<file path="src/rtl/wring_pkg.sv">
// rtl/wring_pkg.sv - shared types and default sizes for the weight ring buffer
package wring_pkg;

  localparam int WRING_DW  = 8;
  localparam int WRING_K_H = 3;
  localparam int WRING_K_W = 3;

  typedef enum logic [1:0] {
    EMPTY   = 2'd0,
    FILLING = 2'd1,
    FULL    = 2'd2
  } shadow_state_e;

endpackage

</file>
<file path="src/rtl/wring_bank.sv">
// rtl/wring_bank.sv - one K_H x K_W weight bank: column write, left rotate, col0/last taps
module wring_bank
  import wring_pkg::*;
#(
  parameter int DW  = WRING_DW,
  parameter int K_H = WRING_K_H,
  parameter int K_W = WRING_K_W,
  parameter int CW  = $clog2(K_W)
) (
  input  logic              clk,
  input  logic              rst_n,
  input  logic              clear,
  input  logic              wr_en,
  input  logic [CW-1:0]     wr_col,
  input  logic [K_H*DW-1:0] wr_data,
  input  logic              rot,
  output logic [K_H*DW-1:0] col0,
  output logic [K_H*DW-1:0] col_last
);

  // Each entry is a whole column beat, so rotating entries rotates every row at once.
  logic [K_H*DW-1:0] mem [K_W];

  always_ff @(posedge clk or negedge rst_n) begin
    if (!rst_n) begin
      for (int j = 0; j < K_W; j++) mem[j] <= '0;
    end else if (clear) begin
      for (int j = 0; j < K_W; j++) mem[j] <= '0;
    end else if (wr_en) begin
      mem[wr_col] <= wr_data;
    end else if (rot) begin
      for (int j = 0; j < K_W; j++) mem[j] <= mem[(j + 1) % K_W];
    end
  end

  assign col0     = mem[0];
  assign col_last = mem[K_W-1];

endmodule

</file>
<file path="src/rtl/weight_ring_buf.sv">
// rtl/weight_ring_buf.sv - ping-pong rotating weight register; WRING_TAP_LAST_EN adds out_tap_last
module weight_ring_buf
  import wring_pkg::*;
#(
  parameter int DW  = WRING_DW,
  parameter int K_H = WRING_K_H,
  parameter int K_W = WRING_K_W
) (
  input  logic                     clk,
  input  logic                     rst_n,
  input  logic                     clear,
  input  logic                     in_valid,
  output logic                     in_ready,
  input  logic [K_H*DW-1:0]        in_data,
  input  logic                     shift,
  input  logic                     swap,
  output logic                     swap_ack,
  output logic [K_H*DW-1:0]        out_data,
  output logic                     active_valid,
  output logic                     shadow_full,
  output logic [$clog2(K_W)-1:0]   rot_cnt
`ifdef WRING_TAP_LAST_EN
  ,
  output logic [K_H*DW-1:0]        out_tap_last
`endif
);

  localparam int CW = $clog2(K_W);
  localparam logic [CW-1:0] LAST_COL = CW'(K_W - 1);

  shadow_state_e state, state_nxt;
  logic          bank_sel;   // index of the active bank; the other one is shadow
  logic [CW-1:0] wr_col;
  logic          accept, swap_take, shift_take;
  logic [K_H*DW-1:0] col0_a, col0_b, last_a, last_b;

  assign shadow_full = (state == FULL);
  assign in_ready    = !shadow_full;
  assign accept      = in_valid && in_ready;
  // Swap only lands at rotation origin so the PE row never sees a partial kernel.
  assign swap_take   = swap && shadow_full && ((rot_cnt == '0) || !active_valid);
  assign shift_take  = shift && active_valid && !swap_take;
  assign swap_ack    = swap_take;

  always_ff @(posedge clk or negedge rst_n) begin
    if (!rst_n)     state <= EMPTY;
    else if (clear) state <= EMPTY;
    else            state <= state_nxt;
  end

  always_comb begin
    state_nxt = state;
    case (state)
      EMPTY:   if (accept) state_nxt = FILLING;
      FILLING: if (accept && wr_col == LAST_COL) state_nxt = FULL;
      FULL:    if (swap_take) state_nxt = EMPTY;
      default: state_nxt = EMPTY;
    endcase
  end

  always_ff @(posedge clk or negedge rst_n) begin
    if (!rst_n) begin
      bank_sel     <= 1'b0;
      active_valid <= 1'b0;
      rot_cnt      <= '0;
      wr_col       <= '0;
    end else if (clear) begin
      bank_sel     <= 1'b0;
      active_valid <= 1'b0;
      rot_cnt      <= '0;
      wr_col       <= '0;
    end else begin
      if (swap_take) begin
        bank_sel     <= !bank_sel;
        active_valid <= 1'b1;
        rot_cnt      <= '0;
        wr_col       <= '0;
      end else begin
        if (shift_take) rot_cnt <= (rot_cnt == LAST_COL) ? '0 : rot_cnt + 1'b1;
        if (accept)     wr_col  <= (wr_col == LAST_COL) ? '0 : wr_col + 1'b1;
      end
    end
  end

  wring_bank #(.DW(DW), .K_H(K_H), .K_W(K_W), .CW(CW)) u_bank_a (
    .clk      (clk),
    .rst_n    (rst_n),
    .clear    (clear),
    .wr_en    (accept && bank_sel),
    .wr_col   (wr_col),
    .wr_data  (in_data),
    .rot      (shift_take && !bank_sel),
    .col0     (col0_a),
    .col_last (last_a)
  );

  wring_bank #(.DW(DW), .K_H(K_H), .K_W(K_W), .CW(CW)) u_bank_b (
    .clk      (clk),
    .rst_n    (rst_n),
    .clear    (clear),
    .wr_en    (accept && !bank_sel),
    .wr_col   (wr_col),
    .wr_data  (in_data),
    .rot      (shift_take && bank_sel),
    .col0     (col0_b),
    .col_last (last_b)
  );

  assign out_data = bank_sel ? col0_b : col0_a;

`ifdef WRING_TAP_LAST_EN
  assign out_tap_last = bank_sel ? last_b : last_a;
`else
  logic unused_last;
  assign unused_last = ^{last_a, last_b};
`endif

endmodule

</file>
<file path="config.mk">
export PLATFORM = sky130hd
export DESIGN_NAME = weight_ring_buf
export DESIGN_NICKNAME = d
export VERILOG_FILES = /design/src/rtl/wring_pkg.sv /design/src/rtl/wring_bank.sv /design/src/rtl/weight_ring_buf.sv
export SDC_FILE = /design/constraint.sdc
export NUM_CORES = 1
export LEC_CHECK = 0
export ABC_CLOCK_PERIOD_IN_PS = 1750
export CORE_ASPECT_RATIO = 0.75
export CORE_MARGIN = 5
export CORE_UTILIZATION = 53
export CTS_CLUSTER_SIZE = 20
export DETAILED_ROUTE_END_ITERATION = 7
export GPL_TIMING_DRIVEN = 0
export PLACE_DENSITY = 0.83
export SYNTH_ARGS = -nofsm -noshare
export SYNTH_HDL_FRONTEND = slang
export SYNTH_SLANG_ARGS = --single-unit
</file>
<file path="constraint.sdc">
create_clock -name clk -period 1.75 [get_ports clk]
set_input_delay 0.175 -clock clk [delete_from_list [all_inputs] [get_ports clk]]
set_output_delay 0.175 -clock clk [all_outputs]
set_load 0.1 [all_outputs]
</file>
# Word-level counts from Yosys, hierarchy flattened
# Index checks and enable logic that the tools add are counted.
# totals
ff_bits,152
out_inout_bits,30
in_bits,30
wordCells,75
# classes
reduce_logical,24
bitwise_logic,1
n_addsub,2
mux,28
eq_ne,7
n_lt_le_gt_ge,2
# op_table
operator,n
$mux W72,6
$bwmux W72,2
$demux W24 S2,1
$mux W24,2
$mux W2,12
$reduce_bool A3 Y1,4
$logic_and A1 B1 Y1,11
$eq A2 B2 Y1 const B,3
$ne A3 B3 Y1 const B,2
$pmux W2 S3,1
$add A2 B1 Y2 const B,2
$logic_not A1 Y1,4
$logic_not A2 Y1,2
$mux W1,4
$ge A3 B3 Y1 const B,1
$lt A3 B1 Y1 const B,1
$ne A3 B2 Y1 const B,1
$not A2 Y3,1
$reduce_and A3 Y1,1
$eq A2 B1 Y1 const B,1
$reduce_bool A2 Y1,1
$logic_or A1 B1 Y1,1

# Longest topological paths before layout
# logic_depth
ltp_word,9
mapped_depth,8
depth_no_buf,5

# Hierarchy
# Synthesis repeated with hierarchy kept, for this count alone.
# unflattened
cells_unflattened,681
hier_area_um2,8907.3
# modules_own_cells
mod,seq_area_each_um2,instances,area_per_inst_um2,cells_per_inst
wring_bank,1801.7,2,4092.7,305
weight_ring_buf,200.2,1,721.9,71

# Worst setup path after synthesis
# OpenSTA, ideal clock, no wires.
# synth_path
kind,register to register
start,reg rot_cnt[1]
end,reg bank_sel
stages_incl_launch_ff,6
arrival_ns,2.596
setup_ns,0.136
period_less_slack_ns,2.732
slack_ns,-0.982
n_path_buf,1
required_ns,1.614
path_cell_list,dfrtp_1 o21ai_2 and3_1 clkbuf_1 xnor2_1 nor2_1
# synth_between
elab_chain_cells,4
# synth_lines
item,line,rtl
"start, declared",weight_ring_buf.sv:21,output logic [$clog2(K_W)-1:0] rot_cnt
"start signal, assigned",weight_ring_buf.sv:79,if (shift_take) rot_cnt <= (rot_cnt == LAST_COL) ? '0 : rot_cnt + 1'b1;
$logic_not A2 Y1,weight_ring_buf.sv:41,assign swap_take = swap && shadow_full && ((rot_cnt == '0) || !active_valid);
$logic_or A1 B1 Y1,weight_ring_buf.sv:41,
$logic_and A1 B1 Y1,weight_ring_buf.sv:41,
net swap_ack,weight_ring_buf.sv:17,"output logic swap_ack,"
$reduce_bool A2 Y1 (no line),-,
"end signal, assigned",weight_ring_buf.sv:74,bank_sel <= !bank_sel;
"end, declared",weight_ring_buf.sv:32,logic bank_sel;
# The timed path passes the listed nets, and every way through them passes these cells.
# A chain may end at the register's enable or synchronous reset.

# Worst setup path in the final report
# layout_path
start,reg state[0]
end,reg u_bank_b.mem (netlist bit u_bank_b.col_last[18])
# layout_between
elab_chain_cells,7
word_cells_on_any_way,12
cone_classes,1 x eq/ne; 2 x mux; 9 x reduce/logical
# layout_lines
item,line,rtl
"start, declared",weight_ring_buf.sv:31,"shadow_state_e state, state_nxt;"
"start signal, assigned",weight_ring_buf.sv:48,else state <= state_nxt;
$eq A2 B2 Y1 *,weight_ring_buf.sv:37,assign shadow_full = (state == FULL);
$logic_and A1 B1 Y1 (2 in series),weight_ring_buf.sv:41,
$logic_not A1 Y1,weight_ring_buf.sv:42,assign shift_take = shift && active_valid && !swap_take;
$logic_and A1 B1 Y1,weight_ring_buf.sv:42,
$logic_and A1 B1 Y1,weight_ring_buf.sv:104,".rot (shift_take && bank_sel),"
$reduce_bool A3 Y1 (no line),-,
"end signal, assigned by index",wring_bank.sv:30,mem[wr_col] <= wr_data;
"end, declared",wring_bank.sv:22,logic [K_H*DW-1:0] mem [K_W];
# Every way passes the cells marked *; elsewhere a longest branch is shown, timed or not.

==> summary.txt <==
Critical path
  – CP peak stage delay: 390 ps
  – Critical path endpoint category: flip-flop
  – Crit Path Max Fanout: 7
  – CP arrival: 2340 ps
  – CP startpoint kind: flip-flop
  – Worst path slowest cell: dfrtp_1
  – R2R cell count: 10
  – CP required: 2060 ps
  – CP dominant cell by count: buf_12
  – Critical path class: flip-flop to flip-flop
  – CP cell instances: nand2b_4 > buf_12 > inv_16 > nor2_4 > buf_6 > a211oi_4 > buf_6 > buf_12 > buf_12 > mux2_4

Status
  – Violated checks: setup timing
  – Status: finished with violations

Timing
  – Final WS setup: -281 ps
  – Min cycle time layout: 2030 ps
  – Max Slew Vio Count: 0
  – Maximum clock frequency: 492 MHz
  – Final cycle utilization of the critical path: 116%
  – Measured slew at the worst slew-check pin: 585 ps
  – RSZ-0062 raised after global routing: true
  – Hold Vio Cnt, Final: 0
  – Final setup fails: 167
  – Relative slew margins: 61.0%
  – Clk_skew: 11.9 ps

Yosys
  – Top cells by area, synth: dfrtp_1, mux2_4, a22o_1
  – Post-Syn Nets: 621
  – Post-Synthesis Cells: 591
  – Post-synth ARST share: 100%
  – Cell variety after synth: 39
  – Top-count cell post-synth: dfrtp_1
  – Synth area leader: dfrtp_1
  – Commonest cells post-synth: dfrtp_1, a22o_1, mux2_2, mux2_4, a2bb2oi_1
  – Ys flop type: dfrtp_1
  – Synth Warn #: 0
  – Synthesized cell area: 8110 µm²
  – Area share of the largest cell type after synthesis: 46.9%
  – Sequential area share after synthesis: 46.9%
  – Synth Register Bits: 152
  – Count of flip-flops with a built-in enable after synthesis: 0
  – Avg Inst Size Synth: 13.7 µm²

Detailed routing
  – First-pass DRT Iterations: 5
  – Detailed-route DRC error count: 0
  – Post-DRT Antenna Nets: 0
  – Vias/cell: 6.57
  – Via count: 6215
  – Iteration-0 DRC Markers: 625
  – Routed length per instance: 27.4 µm
  – WL final: 26000 µm

Pwr
  – Power per standard cell area: 789 nW/µm²
  – VDD IR max: 0.584 mV
  – Leakage power total: 5.27 nW
  – Total power: 8.65 mW

Job
  – Max cap viols: 0

Floorplanning
  – IO Count: 60
  – Die ar.: 17900 µm²
  – Site Rows: 39
  – Width of the die: 153 µm
  – Die Y: 117 µm
  – Initial Util: 53.6%
  – Core Region: 15100 µm²

Finish
  – Filler cells: 911
  – Final Cell Area: 11000 µm²
  – Share of layout cells above drive strength 1: 49.1%
  – Area growth from synthesis to layout: 35.2%
  – Final nets: 758
  – Antenna Diode Count: 0

CTS
  – Clock sink count: 152
  – CTS tree: built
  – Number of CTS-inserted buffers: 17
  – Clk_lat worst skew: 440 ps
  – Root Driver: clkbuf_16
  – H-tree Lvls: 4
  – CTS max path bufs: 2
  – Clk pin slew, worst setup/hold paths: 60 ps

Min path
  – Min-Delay Path Class: input port to async pin

GRT
  – Largest net degree at the start of global routing: 106
  – First-pass GRT wire length: 39400 µm
  – GR Overflow Total: 0
  – Met3 Resource Use GR: 8.09%
  – Global routing usage on met1: 36.9%
  – Vias in the first global route: 6673
  – GRT busiest layer: met2
  – Initial antenna violation count: 0
  – Total GRT Usage: 29.0%
  – Grt met2 use: 47.4%

Place
  – Gpl congestion: 0.885
  – Post-DP HPWL: 14600 µm
  – Placed cell area: 9220 µm²
  – Input/output buffers: 59
==> report_power, final <==
group	total (mW)	internal (mW)	switching, mW	leakage, nW
sequential	3.74	3.64	0.0990	2.09
combinational	1.31	0.668	0.637	2.91
clock	3.61	2.07	1.54	0.275
==> path summary, 6_finish.rpt <==
check                      slack [ps]                    end             start
setup / recovery                 -280  u_bank_b.col_last[18]          state[0]
hold / removal                    250       u_bank_a.mem[32]             rst_n
setup reg to reg                 -280  u_bank_b.col_last[18]          state[0]
hold reg to reg                   510       u_bank_a.mem[47]  u_bank_a.mem[47]
max in group asynchronous         590             rot_cnt[0]             rst_n
min in group clk                  510       u_bank_a.mem[47]  u_bank_a.mem[47]
==> cell usage in the layout (no fill, tap or decap), types with 6 or more instances in the layout <==
| cell | Yosys | routed |
|---|---|---|
| a211oi_4 | 6 | 6 |
| a22o_1 | 117 | 117 |
| a2bb2oi_1 | 25 | 25 |
| buf_12 | 0 | 26 |
| buf_16 | 0 | 8 |
| buf_4 | 3 | 36 |
| buf_6 | 13 | 41 |
| clkbuf_16 | 0 | 19 |
| clkbuf_2 | 1 | 6 |
| clkbuf_4 | 0 | 6 |
| clkdlybuf4s50_1 | 0 | 28 |
| dfrtp_1 | 152 | 147 |
| mux2_2 | 90 | 33 |
| mux2_4 | 70 | 135 |
| nand2_1 | 21 | 19 |
| nor2_1 | 6 | 6 |
==> sequential cells by signal, summed over array words and instances, names as in the netlist <==
register / flops
u_bank_b.col_last: 24
u_bank_a.col_last: 24
active_valid: 1
wr_col: 2
rot_cnt: 2
u_bank_a.col0: 24
u_bank_b.col0: 24
bank_sel: 1
state: 2
u_bank_a.mem: 24
u_bank_b.mem: 24
==> cell type report <==
| type | count | area (µm²) | share of cell area (%) |
|---|---|---|---|
| well taps | 205 | 256 | 2.34 |
| repair buffers | 120 | 1450 | 13.3 |
| clock inverters | 11 | 95.1 | 0.867 |
| clock buffers | 21 | 470 | 4.29 |
| multi-input cells | 386 | 4270 | 39.0 |
| flip-flops and latches | 152 | 3820 | 34.8 |
| plain buffers | 49 | 576 | 5.25 |
| inverters | 2 | 23.8 | 0.217 |
==> kinds of logic after synthesis <==
| logic type | count (synthesis) | synth area share [%] |
|---|---|---|
| buf+inv | 53 | 4.12 |
| flops | 152 | 46.9 |
| simple gates | 52 | 3.46 |
| mux | 171 | 26.9 |
| xor+xnor | 1 | 0.108 |
| compound gates | 162 | 18.5 |
==> layer usage <==
metal  vias up  part of all wire [%]
li1       2546                     -
met1      3212                    40
met2       381                    47
met3        76                   9.6
met4         0                   3.6
met5         -                     0
==> worst max-delay path: cells and delay by family, from the launching register on <==
kind | cells | cell delay [ps]
flops | 1 | 390
compound gates | 1 | 230
mux | 1 | 300
simple gates | 2 | 210
buf+inv | 6 | 780
==> what timing repair did <==
| item | 4_1_cts | 5_1_grt |
|---|---|---|
| hold endpoints to repair | 47 | 0 |
| buffers inserted | 41 | 14 |
| gates resized for setup | 314 | 24 |
| hold buffers | 1 | 0 |
| endpoints found under the setup margin | 174 | 171 |
| pin swaps | 10 | 8 |
| cloned | 7 | 2 |
==> metrics by stage <==
step / worst slack (ps) / hold slack (ps) / setup TNS (ps) / util [%] / instances
5_1_grt: -322 / 315 / -42820 / 72.5 / 946
4_1_cts: -274 / 254 / -34720 / 71.1 / 933
2_1_floorplan: -294 / -121 / -37040 / - / 591
3_5_place_dp: -1180 / 140 / -120680 / 60.9 / 856
3_3_place_gp: -6390 / 486 / -927560 / 60.7 / 855
6_report: -281 / 249 / -36470 / 72.5 / 946
Power figures use the tool's default switching activity.
